**src/rtl/alu_issue_seq_if.sv**
```systemverilog
// Bus bundle for alu_issue_seq: command intake, downstream ALU drive and result hand-off.
// The DUT uses the slave modport; the surrounding environment uses master.
interface alu_issue_seq_if #(
    parameter int WIDTH = 16
);
    logic             CMD_VALID;
    logic             CMD_READY;
    logic [3:0]       CMD_FUN;
    logic [WIDTH-1:0] CMD_A;
    logic [WIDTH-1:0] CMD_B;

    logic [3:0]       ALU_FUN;
    logic [WIDTH-1:0] ALU_A;
    logic [WIDTH-1:0] ALU_B;
    logic [WIDTH-1:0] ALU_OUT;

    logic             RES_VALID;
    logic             RES_READY;
    logic [WIDTH-1:0] RES_DATA;
    logic [1:0]       RES_CLASS;
    logic             RES_ERR;

    modport slave (
        input  CMD_VALID, CMD_FUN, CMD_A, CMD_B, ALU_OUT, RES_READY,
        output CMD_READY, ALU_FUN, ALU_A, ALU_B, RES_VALID, RES_DATA, RES_CLASS, RES_ERR
    );

    modport master (
        output CMD_VALID, CMD_FUN, CMD_A, CMD_B, ALU_OUT, RES_READY,
        input  CMD_READY, ALU_FUN, ALU_A, ALU_B, RES_VALID, RES_DATA, RES_CLASS, RES_ERR
    );
endinterface

```
**src/rtl/alu_issue_seq.sv**
```systemverilog
// Command FIFO feeding an external registered ALU one command at a time, holding each result for a consumer.
// Optional macro ALU_ISSUE_SEQ_DIV0_CHECK_EN turns divide-by-zero (0011, B==0) into an error marker.
module alu_issue_seq #(
    parameter int DEPTH = 4,
    parameter int WIDTH = 16
) (
    input logic CLK,
    input logic RST,
    alu_issue_seq_if.slave bus
);
    localparam int PW = (DEPTH > 1) ? $clog2(DEPTH) : 1;
    localparam int CW = $clog2(DEPTH + 1);

    typedef enum logic [1:0] {IDLE, ISSUE, WAIT, HOLD} state_t;

    state_t state, state_n;

    logic [3:0]       fifo_fun [DEPTH];
    logic [WIDTH-1:0] fifo_a   [DEPTH];
    logic [WIDTH-1:0] fifo_b   [DEPTH];
    logic [PW-1:0]    wr_ptr, rd_ptr;
    logic [CW-1:0]    count;

    logic             full, empty, push, pop;
    logic [3:0]       head_fun;
    logic [WIDTH-1:0] head_a, head_b;
    logic             head_err;
    logic [WIDTH-1:0] err_data;
    logic             err_pend;
    logic [WIDTH-1:0] err_data_q;

    function automatic logic [1:0] fun_class(input logic [3:0] f);
        if (f <= 4'd3)       return 2'b00;
        else if (f <= 4'd9)  return 2'b01;
        else if (f <= 4'd12) return 2'b10;
        else                 return 2'b11;
    endfunction

    assign full          = (count == CW'(DEPTH));
    assign empty         = (count == '0);
    assign bus.CMD_READY = !full;
    assign push          = bus.CMD_VALID && !full;
    assign head_fun      = fifo_fun[rd_ptr];
    assign head_a        = fifo_a[rd_ptr];
    assign head_b        = fifo_b[rd_ptr];

    always_comb begin
        head_err = (head_fun == 4'b1111);
        err_data = '0;
`ifdef ALU_ISSUE_SEQ_DIV0_CHECK_EN
        if (head_fun == 4'b0011 && head_b == '0) begin
            head_err = 1'b1;
            err_data = '1;
        end
`endif
    end

    always_ff @(posedge CLK or negedge RST) begin
        if (!RST) state <= IDLE;
        else      state <= state_n;
    end

    // Error markers skip ISSUE but still pass through WAIT, giving them a two-edge latency.
    always_comb begin
        state_n       = state;
        pop           = 1'b0;
        bus.RES_VALID = 1'b0;
        case (state)
            IDLE: begin
                if (!empty) begin
                    pop     = 1'b1;
                    state_n = head_err ? WAIT : ISSUE;
                end
            end
            ISSUE: state_n = WAIT;
            WAIT:  state_n = HOLD;
            HOLD: begin
                bus.RES_VALID = 1'b1;
                if (bus.RES_READY) state_n = IDLE;
            end
            default: state_n = IDLE;
        endcase
    end

    always_ff @(posedge CLK or negedge RST) begin
        if (!RST) begin
            wr_ptr <= '0;
            rd_ptr <= '0;
            count  <= '0;
        end else begin
            if (push) wr_ptr <= wr_ptr + PW'(1);
            if (pop)  rd_ptr <= rd_ptr + PW'(1);
            case ({push, pop})
                2'b10:   count <= count + CW'(1);
                2'b01:   count <= count - CW'(1);
                default: count <= count;
            endcase
        end
    end

    always_ff @(posedge CLK) begin
        if (push) begin
            fifo_fun[wr_ptr] <= bus.CMD_FUN;
            fifo_a[wr_ptr]   <= bus.CMD_A;
            fifo_b[wr_ptr]   <= bus.CMD_B;
        end
    end

    always_ff @(posedge CLK or negedge RST) begin
        if (!RST) begin
            bus.ALU_FUN   <= 4'b1111;
            bus.ALU_A     <= '0;
            bus.ALU_B     <= '0;
            bus.RES_DATA  <= '0;
            bus.RES_CLASS <= 2'b00;
            bus.RES_ERR   <= 1'b0;
            err_pend      <= 1'b0;
            err_data_q    <= '0;
        end else begin
            if (pop) begin
                err_pend <= head_err;
                if (head_err) begin
                    err_data_q <= err_data;
                end else begin
                    bus.ALU_FUN <= head_fun;
                    bus.ALU_A   <= head_a;
                    bus.ALU_B   <= head_b;
                end
            end
            if (state == WAIT) begin
                if (err_pend) begin
                    bus.RES_DATA  <= err_data_q;
                    bus.RES_CLASS <= 2'b00;
                    bus.RES_ERR   <= 1'b1;
                end else begin
                    bus.RES_DATA  <= bus.ALU_OUT;
                    bus.RES_CLASS <= fun_class(bus.ALU_FUN);
                    bus.RES_ERR   <= 1'b0;
                end
            end
        end
    end
endmodule

```
**src/flat_wrapper.sv**
```systemverilog
// flat-port wrapper written by rule: the top's interface ports become plain ports
module alu_issue_seq_flat 
#(
    parameter int DEPTH = 4,
    parameter int WIDTH = 16
)
  (CLK, RST, bus_CMD_VALID, bus_CMD_FUN, bus_CMD_A, bus_CMD_B, bus_ALU_OUT, bus_RES_READY, bus_CMD_READY, bus_ALU_FUN, bus_ALU_A, bus_ALU_B, bus_RES_VALID, bus_RES_DATA, bus_RES_CLASS, bus_RES_ERR);
  alu_issue_seq_if #(.WIDTH(WIDTH)) bus_i ();
  input logic CLK;
  input logic RST;
  input wire logic [$bits(bus_i.CMD_VALID)-1:0] bus_CMD_VALID;
  input wire logic [$bits(bus_i.CMD_FUN)-1:0] bus_CMD_FUN;
  input wire logic [$bits(bus_i.CMD_A)-1:0] bus_CMD_A;
  input wire logic [$bits(bus_i.CMD_B)-1:0] bus_CMD_B;
  input wire logic [$bits(bus_i.ALU_OUT)-1:0] bus_ALU_OUT;
  input wire logic [$bits(bus_i.RES_READY)-1:0] bus_RES_READY;
  output wire logic [$bits(bus_i.CMD_READY)-1:0] bus_CMD_READY;
  output wire logic [$bits(bus_i.ALU_FUN)-1:0] bus_ALU_FUN;
  output wire logic [$bits(bus_i.ALU_A)-1:0] bus_ALU_A;
  output wire logic [$bits(bus_i.ALU_B)-1:0] bus_ALU_B;
  output wire logic [$bits(bus_i.RES_VALID)-1:0] bus_RES_VALID;
  output wire logic [$bits(bus_i.RES_DATA)-1:0] bus_RES_DATA;
  output wire logic [$bits(bus_i.RES_CLASS)-1:0] bus_RES_CLASS;
  output wire logic [$bits(bus_i.RES_ERR)-1:0] bus_RES_ERR;
  assign bus_i.CMD_VALID = bus_CMD_VALID;
  assign bus_i.CMD_FUN = bus_CMD_FUN;
  assign bus_i.CMD_A = bus_CMD_A;
  assign bus_i.CMD_B = bus_CMD_B;
  assign bus_i.ALU_OUT = bus_ALU_OUT;
  assign bus_i.RES_READY = bus_RES_READY;
  assign bus_CMD_READY = bus_i.CMD_READY;
  assign bus_ALU_FUN = bus_i.ALU_FUN;
  assign bus_ALU_A = bus_i.ALU_A;
  assign bus_ALU_B = bus_i.ALU_B;
  assign bus_RES_VALID = bus_i.RES_VALID;
  assign bus_RES_DATA = bus_i.RES_DATA;
  assign bus_RES_CLASS = bus_i.RES_CLASS;
  assign bus_RES_ERR = bus_i.RES_ERR;
  alu_issue_seq #(.DEPTH(DEPTH), .WIDTH(WIDTH)) u_core (.CLK(CLK), .RST(RST), .bus(bus_i));
endmodule
```
**config.mk**
```make
export PLATFORM = sky130hd
export DESIGN_NAME = alu_issue_seq_flat
export DESIGN_NICKNAME = d
export VERILOG_FILES = /design/src/rtl/alu_issue_seq_if.sv /design/src/rtl/alu_issue_seq.sv /design/src/flat_wrapper.sv
export SDC_FILE = /design/constraint.sdc
export NUM_CORES = 1
export LEC_CHECK = 0
export BUFFER_PORTS_ARGS = -buffer_cell sky130_fd_sc_hd__buf_4
export CAP_MARGIN = 5
export CORE_MARGIN = 2
export CORE_UTILIZATION = 57
export CTS_CLUSTER_DIAMETER = 60
export DETAILED_ROUTE_END_ITERATION = 12
export PLACE_DENSITY_LB_ADDON = 0.15
export SLEW_MARGIN = 20
export SYNTH_ARGS = -nofsm -noshare
export SYNTH_HDL_FRONTEND = slang
export SYNTH_SLANG_ARGS = --single-unit
```
**constraint.sdc**
```tcl
create_clock -name CLK -period 3 [get_ports CLK]
set_clock_uncertainty 0.05 [all_clocks]
set_input_delay 0.6 -clock CLK [delete_from_list [all_inputs] [get_ports CLK]]
set_output_delay 0.6 -clock CLK [all_outputs]
set_load 0.1 [all_outputs]
```
# [Word-level counts from Yosys, hierarchy flattened]
# Memory sizes are Yosys's and may differ from the RTL's. A register that Yosys moved wholly into a read port is not among the register bits.
# Cells that the tools add are included.
[totals] word_cells=54 ramBits=144 n_memories=3 latch_bits=0 ff_bits=33 in_bits=56 romBits=0 out_inout_bits=57
[mem_list] name="u_core.fifo_a" depth=4 word_bits=16 rd=1 rd_ports_with_merged_regs=1 wr=1 line="alu_issue_seq.sv:19" rtl="logic [WIDTH-1:0] fifo_a [DEPTH];"
[mem_list] name="u_core.fifo_b" depth=4 word_bits=16 rd=1 rd_ports_with_merged_regs=1 wr=1 line="alu_issue_seq.sv:20" rtl="logic [WIDTH-1:0] fifo_b [DEPTH];"
[mem_list] name="u_core.fifo_fun" depth=4 word_bits=4 rd=1 rd_ports_with_merged_regs=0 wr=1 line="alu_issue_seq.sv:18" rtl="logic [3:0] fifo_fun [DEPTH];"
[classes] n_mux=16 n_reduce_logical=9 div_mod_pow=0 bitwise=1 magnitude_cmp=3 n_eq_ne=9 add_sub_neg=4 multipliers=0 shifts=0
[op_table] cell="$mux W16" n=1
[op_table] cell="$mux W2" n=6
[op_table] cell="$le A4 B4 Y1 const B" n=2
[op_table] cell="$pmux W2 S4" n=1
[op_table] cell="$mux W1" n=7
[op_table] cell="$eq A2 B2 Y1 const B" n=3
[op_table] cell="$pmux W3 S2" n=1
[op_table] cell="$add A2 B1 Y2 const B" n=2
[op_table] cell="$eq A2 B1 Y1 const B" n=2
[op_table] cell="$eq A4 B4 Y1 const B" n=1
[op_table] cell="$le A4 B2 Y1 const B" n=1
[op_table] cell="$ne A2 B2 Y1 const B" n=2
[op_table] cell="$reduce_and A2 Y1" n=2
[op_table] cell="$add A3 B1 Y3 const B" n=1
[op_table] cell="$eq A3 B3 Y1 const B" n=1
[op_table] cell="$logic_not A1 Y1" n=3
[op_table] cell="$logic_not A3 Y1" n=1
[op_table] cell="$sub A3 B1 Y3 const B" n=1
[op_table] cell="$logic_not A2 Y1" n=1
[op_table] cell="$reduce_bool A2 Y1" n=1
[op_table] cell="$logic_and A1 B1 Y1" n=1
[op_table] cell="$not A1 Y1" n=1

# [Depth between registers and ports, before layout]
[depth] depth_word=5 ltp_mapped=10

# [Worst setup path before layout]
# No wires, ideal clock.
[synth_path] path_kind="register to register" start="reg u_core.count[0]" end="reg u_core.count[2]" path_stages_with_launch=11 setup_time_ns=0.079 path_buffers=0 arrival_ns=2.826 slack_ns=0.045 required_time_ns=2.871 cell_sequence="dfrtp_1 -> inv_1 -> nand3_1 -> and2_1 -> inv_1 -> ha_1 -> inv_1 -> fa_1 -> xor2_1 -> nor2_1 -> xor2_1"
[synth_between] elab_chain_len=5
[synth_rtl] element="start: declaration" line="alu_issue_seq.sv:22" rtl="logic [CW-1:0] count;"
[synth_rtl] element="start signal: assignment" line="alu_issue_seq.sv:94" rtl="2'b10: count <= count + CW'(1);"
[synth_rtl] element="start signal: assignment" line="alu_issue_seq.sv:95" rtl="2'b01: count <= count - CW'(1);"
[synth_rtl] element="start signal: assignment" line="alu_issue_seq.sv:96" rtl="default: count <= count;"
[synth_rtl] element="$eq A3 B3 Y1 *" line="alu_issue_seq.sv:39" rtl="assign full = (count == CW'(DEPTH));"
[synth_rtl] element="$logic_not A1 Y1 *"
[synth_rtl] element="via bus_CMD_READY" line="flat_wrapper.sv:17" rtl="output wire logic [$bits(bus_i.CMD_READY)-1:0] bus_CMD_READY;"
[synth_rtl] element="$logic_and A1 B1 Y1 *" line="alu_issue_seq.sv:42" rtl="assign push = bus.CMD_VALID && !full;"
[synth_rtl] element="$eq A2 B1 Y1 / $eq A2 B2 Y1 (equally long branches)" line="alu_issue_seq.sv:93" rtl="case ({push, pop})"
[synth_rtl] element="$pmux W3 S2 / $reduce_bool A2 Y1 (equally long branches)"
# Mark *: on every way through the listed nets, which the timed path passes. The rest lies on a longest branch.
# A chain may end at the register's enable or synchronous reset.

# [Worst setup path after layout]
[layout_path] start="reg u_core.rd_ptr[0]" end="reg u_core.bus.ALU_A[4], read port of u_core.fifo_a"
[layout_between] elab_chain_len=4
[layout_rtl] element="start: declaration" line="alu_issue_seq.sv:21" rtl="logic [PW-1:0] wr_ptr, rd_ptr;"
[layout_rtl] element="start signal: assignment" line="alu_issue_seq.sv:92" rtl="if (pop) rd_ptr <= rd_ptr + PW'(1);"
[layout_rtl] element="$mem_v2 Z4 W4"
[layout_rtl] element="$eq A4 B4 Y1" line="alu_issue_seq.sv:48" rtl="head_err = (head_fun == 4'b1111);"
[layout_rtl] element="$not A1 Y1 (no line)"
[layout_rtl] element="$reduce_and A2 Y1 (no line)"
[layout_rtl] element="end: declaration" line="alu_issue_seq_if.sv:25" rtl="output CMD_READY, ALU_FUN, ALU_A, ALU_B, RES_VALID, RES_DATA, RES_CLASS, RES_ERR"
# Parallel ways exist; a longest one is shown, timed or not.

==> reports/metrics.cfg <==
[run_status]
status = finished clean

[clock_tree]
cts_sinks = 209
clock_latency_ps = 480
h-tree-depth = 1
cts.repair.resized = 0
hold_buffers = 0
max-clock-path-buffers = 3
cts_made_buffers = 21
clkSlewWorstSetupHoldPaths_ps = 60
ctsRootBufferMaster = clkbuf_16
cts_tree = yes
cts_setup_buffers = 0

[layout]
final_nets = 584
seq_area_um2 = 5958
n_antenna_cell = 0
multiInputGateArea_um2 = 1861
synthToLayoutAreaGrowth_pct = 22.79
nFillCells = 895
drive_gt1_frac = 0.4154
fin_area_um2 = 9762
final_cells = 712

[worst_setup_path]
start_kind = register
r2r_setup_slack_ps = 620
critical_path_class = register to register
crit_required_ps = 3300
crit_arrival_ps = 2680
end_kind = register
r2r_start = u_core.rd_ptr[0]
path_max_fanout = 21
cp-startpoint = u_core.rd_ptr[0]

[synthesis]
avgSynthCellArea_um2 = 20.44
synth_nets = 455
ys_seq_area_frac = 0.7491
ys.flop_type = edfxtp_1
syn_inst = 389
synth-seq-cells = 209
netlist_area_um2 = 7950
synth-edff-count = 144
yosysUniqueCellTypes = 35
synthArstFlopShare = 0.3110
ys_warn_count = 0

[die]
num_io_pins = 113
coreArea_um2 = 13770
die-area_um2 = 14910
fp.dieW_um = 122.1
dieHeight_um = 122.1
num_rows = 43
start_util = 0.5772

[global_route]
grt_max_degree = 66
gr-total-overflow = 0
antenna_found_initial = 0
grt_pass1_vias = 3963
grt_usage = 0.1873
grt_pass1_wl_um = 21000

[sta]
fin_crit_sh = 0.7936
maxSlewHeadroom = 0.4341
setup_viol = 0
tns_ps = 0
rsz0062_at_grt = no
worst_pin_slew_ps = 848.9
holdWs_ps = 175.5
period_needed_ps = 2381
slew_violations = 0
finalHoldViolCount = 0
fmax_ghz = 0.4200

[placed_design]
port_buffers = 112
place_congestion = 0.7947
post_dp_cell_area_um2 = 9067
place_inst = 675
post-dp-hpwl_um = 8660

[routing]
wirelength_um = 13610
vias = 3916
avgViaCountPerCell = 5.500
ant_nets = 0
wl_per_cell_um = 19.11
drc_errors = 0
initialDrtViolationCount = 243
first_pass_iters = 4

[job]
cap_violations = 0

[hold_path]
hp-class = input port to async pin

==> per-layer routing <==
| layer | part of all wire | GRT usage | up-vias |
|---|---|---|---|
| li1 | - | - | 1788 |
| met1 | 0.41 | 0.2427 | 2000 |
| met2 | 0.51 | 0.3296 | 112 |
| met3 | 0.070 | 0.04026 | 16 |
| met4 | 0.011 | 0.04095 | 0 |
| met5 | 0 | 0 | - |
==> final timing paths <==
check | to | cells past startpoint
max | u_core.bus.ALU_A[4] | 5
max in group asynchronous | u_core.rd_ptr[1] | 1
min | u_core.bus.ALU_B[15] | 1
min in group CLK | u_core.fifo_a[3][1] | 1
min reg2reg | u_core.bus.ALU_A[15] | 1
max reg2reg | u_core.bus.ALU_A[4] | 5
==> cell type report <==
class	instances	share of cell area
repair buffers	122	0.1002
inverters	12	0.004614
multi-input cells	152	0.1906
well taps	180	0.02307
clock buffers	26	0.05781
clock inverters	11	0.01333
flip-flops and latches	209	0.6104
==> cells by family after synthesis <==
logic type,after synthesis,share of synthesized area
flip-flops,209,0.7491
AO/OA/AOI/OAI,27,0.02612
AND/OR/NAND/NOR,35,0.02833
adder cells (fa/ha/maj),10,0.01668
XOR/XNOR,6,0.006610
buffers and inverters,28,0.01747
multiplexers,74,0.1557
==> through the flow <==
step                setup WS (ps)    util
global route                471.6  0.7088
detailed placement          609.6  0.6583
floorplan                   44.70       -
CTS                         586.7  0.7088
global placement            650.6  0.6583
finish                      619.1  0.7088
==> worst max-delay path: stages, from the launching register on <==
cell and delay (ps):
dfrtp_2 520, mux4_2 560, and4_4 240, nor2_8 290, buf_12 230, mux2_1 350
==> state kept, by name (all words and copies together) (netlist names) <==
signal	count
u_core.rd_ptr	2
u_core.state	2
u_core.count	3
u_core.bus.RES_DATA	16
u_core.bus.RES_CLASS	2
u_core.fifo_fun	16
u_core.fifo_b	64
u_core.bus.ALU_B	16
u_core.err_pend	1
u_core.bus.RES_ERR	1
u_core.wr_ptr	2
u_core.bus.ALU_A	16
u_core.bus.ALU_FUN	4
u_core.fifo_a	64
==> layout by cell type, fill, tap and decap left out, types with 2 or more instances in the layout <==
cell and n:
inv_1 11, mux2_2 3, mux2_1 34, and3_2 4, clkbuf_8 2, clkbuf_1 3
clkbuf_16 21, o22a_1 2, a21oi_1 3, and2_1 2, bufinv_16 3, dfstp_2 4
a31o_2 16, nand2_1 3, xnor2_1 4, dfrtp_1 59, clkinv_2 5, nor3_1 2
ha_1 9, dfrtp_2 2, xor2_1 2, o21ai_0 3, mux4_2 36, edfxtp_1 144
nor2b_1 17, clkinv_1 3, buf_12 5, nor2_1 2, buf_4 117
==> synthesized netlist by cell type (3+ instances only) <==
library cell | instances | area [µm²]
mux4_2 | 36 | 810.8
buf_6 | 4 | 45.04
a21oi_1 | 3 | 15.01
o21ai_0 | 3 | 15.01
dfrtp_1 | 61 | 1526
clkbuf_1 | 8 | 30.03
a31o_2 | 16 | 140.1
xnor2_1 | 4 | 35.03
mux2_2 | 3 | 33.78
buf_2 | 3 | 15.01
dfstp_2 | 4 | 105.1
nand2_1 | 3 | 11.26
inv_1 | 11 | 41.29
nor2b_1 | 17 | 106.4
mux2_1 | 34 | 382.9
edfxtp_1 | 144 | 4324
ha_1 | 9 | 112.6
and3_1 | 4 | 25.02
Power is left out: the tool's default activity adds up to more than one toggle a clock period on the data nets, which glitch-free logic cannot reach.
